## config.mk

```make
export PLATFORM = sky130hd
export DESIGN_NAME = conv_input_loader
export DESIGN_NICKNAME = d
export VERILOG_FILES = /design/src/rtl/conv_pkg.sv /design/src/rtl/conv_pack_shift.sv /design/src/rtl/conv_input_loader.sv
export SDC_FILE = /design/constraint.sdc
export NUM_CORES = 1
export LEC_CHECK = 0
export BUFFER_PORTS_ARGS = -buffer_cell sky130_fd_sc_hd__buf_2
export CAP_MARGIN = 5
export CORE_AREA = 2 2 219 221
export CTS_CLUSTER_SIZE = 10
export DETAILED_ROUTE_END_ITERATION = 8
export DIE_AREA = 0 0 221 223
export GPL_TIMING_DRIVEN = 1
export PLACE_DENSITY = 0.77
export SLEW_MARGIN = 10
export SYNTH_ARGS = -nofsm -noshare
export SYNTH_HDL_FRONTEND = slang
export SYNTH_SLANG_ARGS = --single-unit
export TNS_END_PERCENT = 30
```

## constraint.sdc

```tcl
create_clock -name clk -period 5.5 [get_ports clk]
set_input_delay 0.55 -clock clk [delete_from_list [all_inputs] [get_ports clk]]
set_output_delay 0.55 -clock clk [all_outputs]
set_load 0.005 [all_outputs]
```

## src/rtl/conv_pkg.sv

```systemverilog
// Shared constants and the loader state encoding for the conv pipeline
// (input loader, conv control stage, PE array).
package conv_pkg;

    localparam int WIDTH   = 9;
    localparam int ROW_LEN = 32;
    localparam int N_WGT   = 27;
    localparam int N_ROWS  = 32;

    typedef enum logic [1:0] {
        IDLE     = 2'd0,
        LOAD_W   = 2'd1,
        LOAD_ROW = 2'd2,
        PRESENT  = 2'd3
    } state_e;

    function automatic int max_int(input int a, input int b);
        return (a > b) ? a : b;
    endfunction

endpackage

```

## src/rtl/conv_pack_shift.sv

```systemverilog
// Generic N-entry word packer: writes one WIDTH-bit word at a given index
// when enabled, and holds the packed vector otherwise.
module conv_pack_shift #(
    parameter int WIDTH = 9,
    parameter int N     = 32,
    parameter int IW    = 5
) (
    input  logic               clk,
    input  logic               rst_n,
    input  logic               wr_en_i,
    input  logic [IW-1:0]      wr_idx_i,
    input  logic [WIDTH-1:0]   wr_data_i,
    output logic [N*WIDTH-1:0] vec_o
);

    logic [N*WIDTH-1:0] vec_q;

    always_ff @(posedge clk or negedge rst_n) begin
        if (!rst_n) begin
            vec_q <= '0;
        end else if (wr_en_i) begin
            for (int k = 0; k < N; k++) begin
                if (wr_idx_i == IW'(k)) vec_q[k*WIDTH +: WIDTH] <= wr_data_i;
            end
        end
    end

    assign vec_o = vec_q;

endmodule

```

## src/rtl/conv_input_loader.sv

```systemverilog
// Frame loader for the conv control stage: packs N_WGT weights, then each
// row of ROW_LEN pixels, and presents completed rows one at a time.
module conv_input_loader
    import conv_pkg::*;
#(
    parameter int WIDTH   = conv_pkg::WIDTH,
    parameter int ROW_LEN = conv_pkg::ROW_LEN,
    parameter int N_WGT   = conv_pkg::N_WGT,
    parameter int N_ROWS  = conv_pkg::N_ROWS,
    localparam int CW     = $clog2(max_int(N_WGT, ROW_LEN)),
    localparam int RW     = $clog2(N_ROWS)
) (
    input  logic                     clk,
    input  logic                     rst_n,
    input  logic                     start,
    input  logic [WIDTH-1:0]         in_data,
    input  logic                     in_valid,
    output logic                     in_ready,
    output logic                     en_init,
    output logic [N_WGT*WIDTH-1:0]   weight_vec,
    output logic [ROW_LEN*WIDTH-1:0] row_vec,
    output logic                     row_valid,
    input  logic                     row_ready,
    output logic [RW-1:0]            row_idx,
    output logic                     frame_done,
    output state_e                   state_dbg
);

    state_e        state_q;
    logic [CW-1:0] word_cnt_q;
    logic [RW-1:0] row_idx_q;
    logic          in_ready_q;
    logic          row_valid_q;
    logic          en_init_q;
    logic          frame_done_q;

    // Both streams transfer on the cycle valid and ready are high together;
    // ready is a registered state decode, never a function of valid.
    logic in_beat;
    logic row_hs;
    assign in_beat = in_valid && in_ready_q;
    assign row_hs  = row_valid_q && row_ready;

    logic wgt_we;
    logic pix_we;
    assign wgt_we = in_beat && (state_q == LOAD_W);
    assign pix_we = in_beat && (state_q == LOAD_ROW);

    always_ff @(posedge clk or negedge rst_n) begin
        if (!rst_n) begin
            state_q      <= IDLE;
            word_cnt_q   <= '0;
            row_idx_q    <= '0;
            in_ready_q   <= 1'b0;
            row_valid_q  <= 1'b0;
            en_init_q    <= 1'b1;
            frame_done_q <= 1'b0;
        end else begin
            frame_done_q <= 1'b0;
            case (state_q)
                IDLE: begin
                    if (start) begin
                        state_q    <= LOAD_W;
                        word_cnt_q <= '0;
                        row_idx_q  <= '0;
                        in_ready_q <= 1'b1;
                    end
                end
                LOAD_W: begin
                    if (in_beat) begin
                        if (word_cnt_q == CW'(N_WGT - 1)) begin
                            state_q    <= LOAD_ROW;
                            word_cnt_q <= '0;
                            en_init_q  <= 1'b0;
                        end else begin
                            word_cnt_q <= word_cnt_q + 1'b1;
                        end
                    end
                end
                LOAD_ROW: begin
                    if (in_beat) begin
                        if (word_cnt_q == CW'(ROW_LEN - 1)) begin
                            state_q     <= PRESENT;
                            word_cnt_q  <= '0;
                            in_ready_q  <= 1'b0;
                            row_valid_q <= 1'b1;
                        end else begin
                            word_cnt_q <= word_cnt_q + 1'b1;
                        end
                    end
                end
                PRESENT: begin
                    if (row_hs) begin
                        row_valid_q <= 1'b0;
                        if (row_idx_q == RW'(N_ROWS - 1)) begin
                            state_q      <= IDLE;
                            frame_done_q <= 1'b1;
                            en_init_q    <= 1'b1;
                        end else begin
                            state_q    <= LOAD_ROW;
                            row_idx_q  <= row_idx_q + 1'b1;
                            in_ready_q <= 1'b1;
                        end
                    end
                end
                default: state_q <= IDLE;
            endcase
        end
    end

    conv_pack_shift #(.WIDTH(WIDTH), .N(N_WGT), .IW(CW)) u_wgt_pack (
        .clk       (clk),
        .rst_n     (rst_n),
        .wr_en_i   (wgt_we),
        .wr_idx_i  (word_cnt_q),
        .wr_data_i (in_data),
        .vec_o     (weight_vec)
    );

    conv_pack_shift #(.WIDTH(WIDTH), .N(ROW_LEN), .IW(CW)) u_row_pack (
        .clk       (clk),
        .rst_n     (rst_n),
        .wr_en_i   (pix_we),
        .wr_idx_i  (word_cnt_q),
        .wr_data_i (in_data),
        .vec_o     (row_vec)
    );

    assign in_ready   = in_ready_q;
    assign row_valid  = row_valid_q;
    assign en_init    = en_init_q;
    assign row_idx    = row_idx_q;
    assign frame_done = frame_done_q;
    assign state_dbg  = state_q;

endmodule

```

## Word level (Yosys, flattened, before mapping)

Index checks and enable logic that the tools add are counted.

| storage, ports and cells | value |
|---|---|
| bits in latches | 0 |
| word-level logic and storage cells | 222 |
| bits in registers | 547 |
| memory bits (read-only) | 0 |
| memory bits (writable) | 0 |
| input port bits | 14 |
| memories kept | 0 |

| cells by class | value |
|---|---|
| $add $sub $neg | 2 |
| shift operators | 0 |
| order comparisons | 0 |
| reductions and logical operators | 76 |
| muxes and demuxes | 35 |
| equal/unequal tests | 43 |
| bitwise operators | 0 |
| multiply operators | 0 |
| divide/modulo/power cells | 0 |

Operators with widths:

| operator | count |
|---|---|
| 2-bit AND reduction | 59 |
| 5-bit == test (second input constant) | 17 |
| 5-bit by 4-bit == test with 1-bit output (second input constant) | 8 |
| 5-bit 2-to-1 mux | 7 |
| 5-bit by 3-bit == test with 1-bit output (second input constant) | 4 |
| 1-bit 2-to-1 mux | 15 |
| 5-bit case mux with 3 select lines | 1 |
| 2-bit 2-to-1 mux | 7 |
| 2-bit inequality test (second input constant) | 6 |
| 4-bit AND reduction | 3 |
| 6-bit AND reduction | 2 |
| 5-bit by 1-bit adder with 5-bit output (second input constant) | 2 |
| 5-bit by 2-bit == test with 1-bit output (second input constant) | 2 |
| 5-bit case mux with 2 select lines | 1 |
| 2-bit case mux with 4 select lines | 1 |
| 2-bit nonzero test | 3 |
| 3-bit nonzero test | 2 |
| 5-bit by 1-bit == test with 1-bit output (second input constant) | 1 |
| 5-bit logical NOT | 1 |
| 5-bit AND reduction | 1 |
| 2-bit == test (second input constant) | 2 |
| 1-bit logical AND | 4 |
| 2-bit by 1-bit inequality test with 1-bit output (second input constant) | 2 |
| 1-bit case mux with 2 select lines | 2 |
| 3 further kinds | 3 |

## Depth between registers and ports, before layout

| logic depth | value |
|---|---|
| word-level depth | 4 |
| depth in mapped cells | 8 |
| mapped depth without buffers | 7 |

## By module

Synthesis repeated with hierarchy kept, for this count alone.

| second synthesis, totals | value |
|---|---|
| cells, all modules | 1321 |
| area total of the unflattened synthesis | 21239.1 µm² |

Modules (own cells, without submodules):

| module | area each (µm²) | times used | cells each | sequential area each (µm²) |
|---|---|---|---|---|
| conv_pack_shift at u_row_pack | 10896.7 | 1 | 661 | 7206.9 |
| conv_pack_shift at u_wgt_pack | 9336.5 | 1 | 554 | 6080.8 |
| conv_input_loader | 1006.0 | 1 | 106 | 401.6 |

## Worst setup path after synthesis

Ideal clock, no wire load.

| timing | value |
|---|---|
| path kind | register -> register |
| start point | register state_q[1] (netlist: state_dbg[1]) |
| end point | register u_wgt_pack.vec_q[118] (netlist: u_wgt_pack.vec_o[118]) |
| buffers on the path | 2 |
| data required time | 5.375 ns |
| setup slack | 3.531 ns |
| cell stages (with the launch flop) | 9 |
| period minus slack after synthesis | 1.969 ns |
| arrival time | 1.844 ns |
| library setup time | 0.125 ns |
| path through | dfrtp_1 > inv_1 > ha_1 > buf_2 > nand3_1 > nand2b_1 > buf_4 > nor2_4 > mux2_2 |

| between the ends | value |
|---|---|
| word-level cells in the longest chain between the ends | 3 |

Ends and longest elaborated chain:

| item | RTL line | text |
|---|---|---|
| from (decl) | conv_input_loader.sv:29 | `state_e state_q;` |
| from (signal assigned) | conv_input_loader.sv:51 | `state_q <= IDLE;` |
| from (signal assigned) | conv_input_loader.sv:63 | `state_q <= LOAD_W;` |
| from (signal assigned) | conv_input_loader.sv:72 | `state_q <= LOAD_ROW;` |
| 2-bit by 1-bit == test with 1-bit output | conv_input_loader.sv:46 | `assign wgt_we = in_beat && (state_q == LOAD_W);` |
| 1-bit logical AND | conv_input_loader.sv:46 |  |
| 2-bit AND reduction (no line) | -- |  |
| to (signal, indexed assignment) | conv_pack_shift.sv:23 | `if (wr_idx_i == IW'(k)) vec_q[k*WIDTH +: WIDTH] <= wr_data_i;` |
| to (decl) | conv_pack_shift.sv:16 | `logic [N*WIDTH-1:0] vec_q;` |

No other way between the ends.
A chain may end at the register's enable or synchronous reset.

## Worst setup path after layout

| timing | value |
|---|---|
| start point | register state_q[0] (netlist: state_dbg[0]) |
| end point | register u_row_pack.vec_q[39] (netlist: u_row_pack.vec_o[39]) |

| between the ends | value |
|---|---|
| word-level cells in the longest chain between the ends | 3 |

Ends and longest elaborated chain:

| item | RTL line | text |
|---|---|---|
| 2-bit == test | conv_input_loader.sv:47 | `assign pix_we = in_beat && (state_q == LOAD_ROW);` |
| 1-bit logical AND | conv_input_loader.sv:47 |  |
| 2-bit AND reduction (no line) | -- |  |
| to (signal, indexed assignment) | conv_pack_shift.sv:23 |  |
| to (decl) | conv_pack_shift.sv:16 |  |

No other way between the ends.

==> results.sh <==
export IMPL_period_needed_ns=2.82
export IMPL_cpPeakStageDelay_ns=0.63
export IMPL_ff2ff_path_depth=6
export IMPL_async_flop_share_pct=100
export IMPL_cts_num_sinks=547
export IMPL_first_global_vias=14574
export IMPL_vias=13645
export IMPL_cp_depth=6
export IMPL_skew_ns=0.0120
export IMPL_final_nets=1921
export IMPL_worst_ir_drop_vdd_mv=0.309
export IMPL_regToRegEndpoint="u_row_pack.vec_o[39]"
export IMPL_place_gp_congestion=0.822
export IMPL_path_cells="inv_1 > ha_1 > and3_1 > nand2_2 > nor2_2 > mux2_2"
export IMPL_rows=80
export IMPL_h_tree_depth=3
export IMPL_cts_repair_resized=0
export IMPL_synthCells=1322
export IMPL_post_synth_num_cell_types=51
export IMPL_p_leak_nw=15.3
export IMPL_routedWlPerCell_microns=24.5
export IMPL_detail_route_vias_per_cell=5.41
export IMPL_die_area_sq_um=49300
export IMPL_seq_area_frac_synth_pct=64.1
export IMPL_finalWirelength_microns=61800
export IMPL_hold_slack_ns=0.103
export IMPL_final_cell_mix="buf_2, dfrtp_1, mux2_2"
export IMPL_cp_arrival_ns=3.27
export IMPL_antenna_found_initial=1
export IMPL_final_cells=2524
export IMPL_r2r_start="state_dbg[0]"
export IMPL_core_area_sq_um=47100
export IMPL_finalHoldViolations=0
export IMPL_crit_family="simple AND/OR/NAND/NOR gates"
export IMPL_postPlaceCellArea_sq_um=24800
export IMPL_tns_ns=0
export IMPL_synthesis_nets=1349
export IMPL_synth_area_sq_um=21400
export IMPL_postCtsHoldBufs=0
export IMPL_r2r_slack_ns=2.68
export IMPL_cts_tree="yes"
export IMPL_power_density_nw_per_um2=365
export IMPL_drcViolationCount=0
export IMPL_drv_cap=0
export IMPL_die_h_microns=223
export IMPL_cp_startpoint="state_dbg[0]"
export IMPL_root_buffer="clkbuf_16"
export IMPL_drtIter0Drc=668
export IMPL_ys_warn_count=0
export IMPL_clock_fmax_mhz=354
export IMPL_drive_above_1_share_pct=64.1
export IMPL_synth_area_leaders="dfrtp_1, mux2_2, nor2_4"
export IMPL_die_w_microns=221
export IMPL_synth_seq_cells=547
export IMPL_dp_cells=2441
export IMPL_ant_nets=0
export IMPL_netlist_area_leader_share_pct=64.0
export IMPL_hold_class="input port to async pin"
export IMPL_cp_end_kind="flop"
export IMPL_place_hpwl_microns=40400
export IMPL_dr_pass1_iters=4
export IMPL_worstPathRequired_ns=5.95
export IMPL_clk_insertion_delay_late_ns=0.57
export IMPL_dp_slack_ns=2.62
export IMPL_final_fill_count=3724
export IMPL_worstSetupPathType="flop to flop"
export IMPL_power_mw=9.75
export IMPL_fin_ws_ns=2.68
export IMPL_numCtsBuffers=66
export IMPL_gr_total_overflow=0
export IMPL_finalSetupViolations=0
export IMPL_cp_max_fo=11
export IMPL_portBuffers=555
export IMPL_crit_slowest_cell="nor2_2"
export IMPL_relSlewSlack_pct=24.4
export IMPL_fin_crit_sh_pct=51.3
export IMPL_rsz0062_at_grt="no"
export IMPL_final_common_cell="buf_2"
export IMPL_post_cts_buffers=0
export IMPL_yosysTopAreaCell="dfrtp_1"
export IMPL_layout_area_overhead_vs_synth_pct=25.0
export IMPL_outcome="complete, no violations"
export IMPL_final_max_slew_viol_count=0
export IMPL_grt_pass1_wl_microns=92900
export IMPL_final_area_sq_um=26700
export IMPL_final_core_util_pct=56.6
export IMPL_worstSetupStartpointType="flop"
export IMPL_synth_edf_count=0
export IMPL_grt_max_degree=154
export IMPL_clk_pin_slew_ns=0.05
export IMPL_syn_avg_cell_area_sq_um=16.2
export IMPL_tightest_slew_ns=1.13
export IMPL_synth_main_ff_cell="dfrtp_1"
export IMPL_critPathBufInv=1
export IMPL_initial_core_util_pct=45.3
export IMPL_io_pins=556
export IMPL_clk_path_buf_depth=3
export IMPL_track_usage_pct=24.8
==> where the power goes <==
group	internal (mW)	total (mW)	switching, mW
combinational	0.539	1.27	0.734
sequential	4.33	4.51	0.179
clock	2.41	3.97	1.56
total	7.28	9.75	2.47
==> state kept, by name, indices dropped and copies added, names as in the netlist <==
signal / cells
u_row_pack.vec_o: 288
u_wgt_pack.vec_o: 243
row_idx: 5
word_cnt_q: 5
state_dbg: 2
en_init: 1
frame_done: 1
in_ready: 1
row_valid: 1
==> per-layer routing <==
metal  vias up  track usage, %  wire length [microns]
met5         -               0                      0
met2       514            40.9                  30300
met3       129            6.61                   4660
li1       5792               -                      -
met4         0            9.70                   2030
met1      7210            31.4                  24800
==> worst register-to-register path, delay by kind of cell (launching register included) <==
kind / cells / cell delay, ns
simple gates: 3 / 1.52
fa+ha+maj: 1 / 0.24
mux: 1 / 0.40
buf+inv: 1 / 0.11
flops: 1 / 0.43
==> worst max path at each step <==
stage	slack, ns	endpoint
after floorplan	3.53	u_wgt_pack.vec_o[118]
after global placement	2.79	u_row_pack.vec_o[40]
after detailed placement	2.62	u_row_pack.vec_o[39]
after CTS	2.62	u_row_pack.vec_o[39]
after global routing	2.49	u_row_pack.vec_o[37]
final	2.68	u_row_pack.vec_o[39]
==> final cells by class <==
cell class	count	area (sq um)	area share [%]
clock buffer	77	1830	6.85
timing repair buffer	571	2930	11.0
inverter	9	33.8	0.127
antenna	1	2.50	0.00938
sequential	547	13700	51.3
tap	615	769	2.88
clock inverter	5	78.8	0.295
multi-input combinational	699	7350	27.5
==> cell usage after synthesis, drive strengths merged, types with 2 or more instances <==
master / n
ha: 13
mux2: 532
nand2: 39
nor2b: 4
inv: 9
and3: 4
clkbuf: 58
o21a: 3
nand2b: 3
a2bb2oi: 4
nand3: 9
buf: 9
nor2: 47
and2: 3
o21ai: 9
nor3: 4
o2111ai: 4
dfrtp: 546
nand4: 2
o211ai: 2
nand3b: 2
==> logic make-up (layout without fill, tap and decap cells) <==
family,count (synthesis),after routing,share of synthesized area (%)
buf+inv,76,662,1.46
mux,532,532,28.1
other cells,0,1,0
simple gates,122,122,4.51
fa+ha+maj,13,13,0.762
flops,547,547,64.1
xor+xnor,1,1,0.0410
compound gates,31,31,1.05
(Power assumes the default switching activity.)
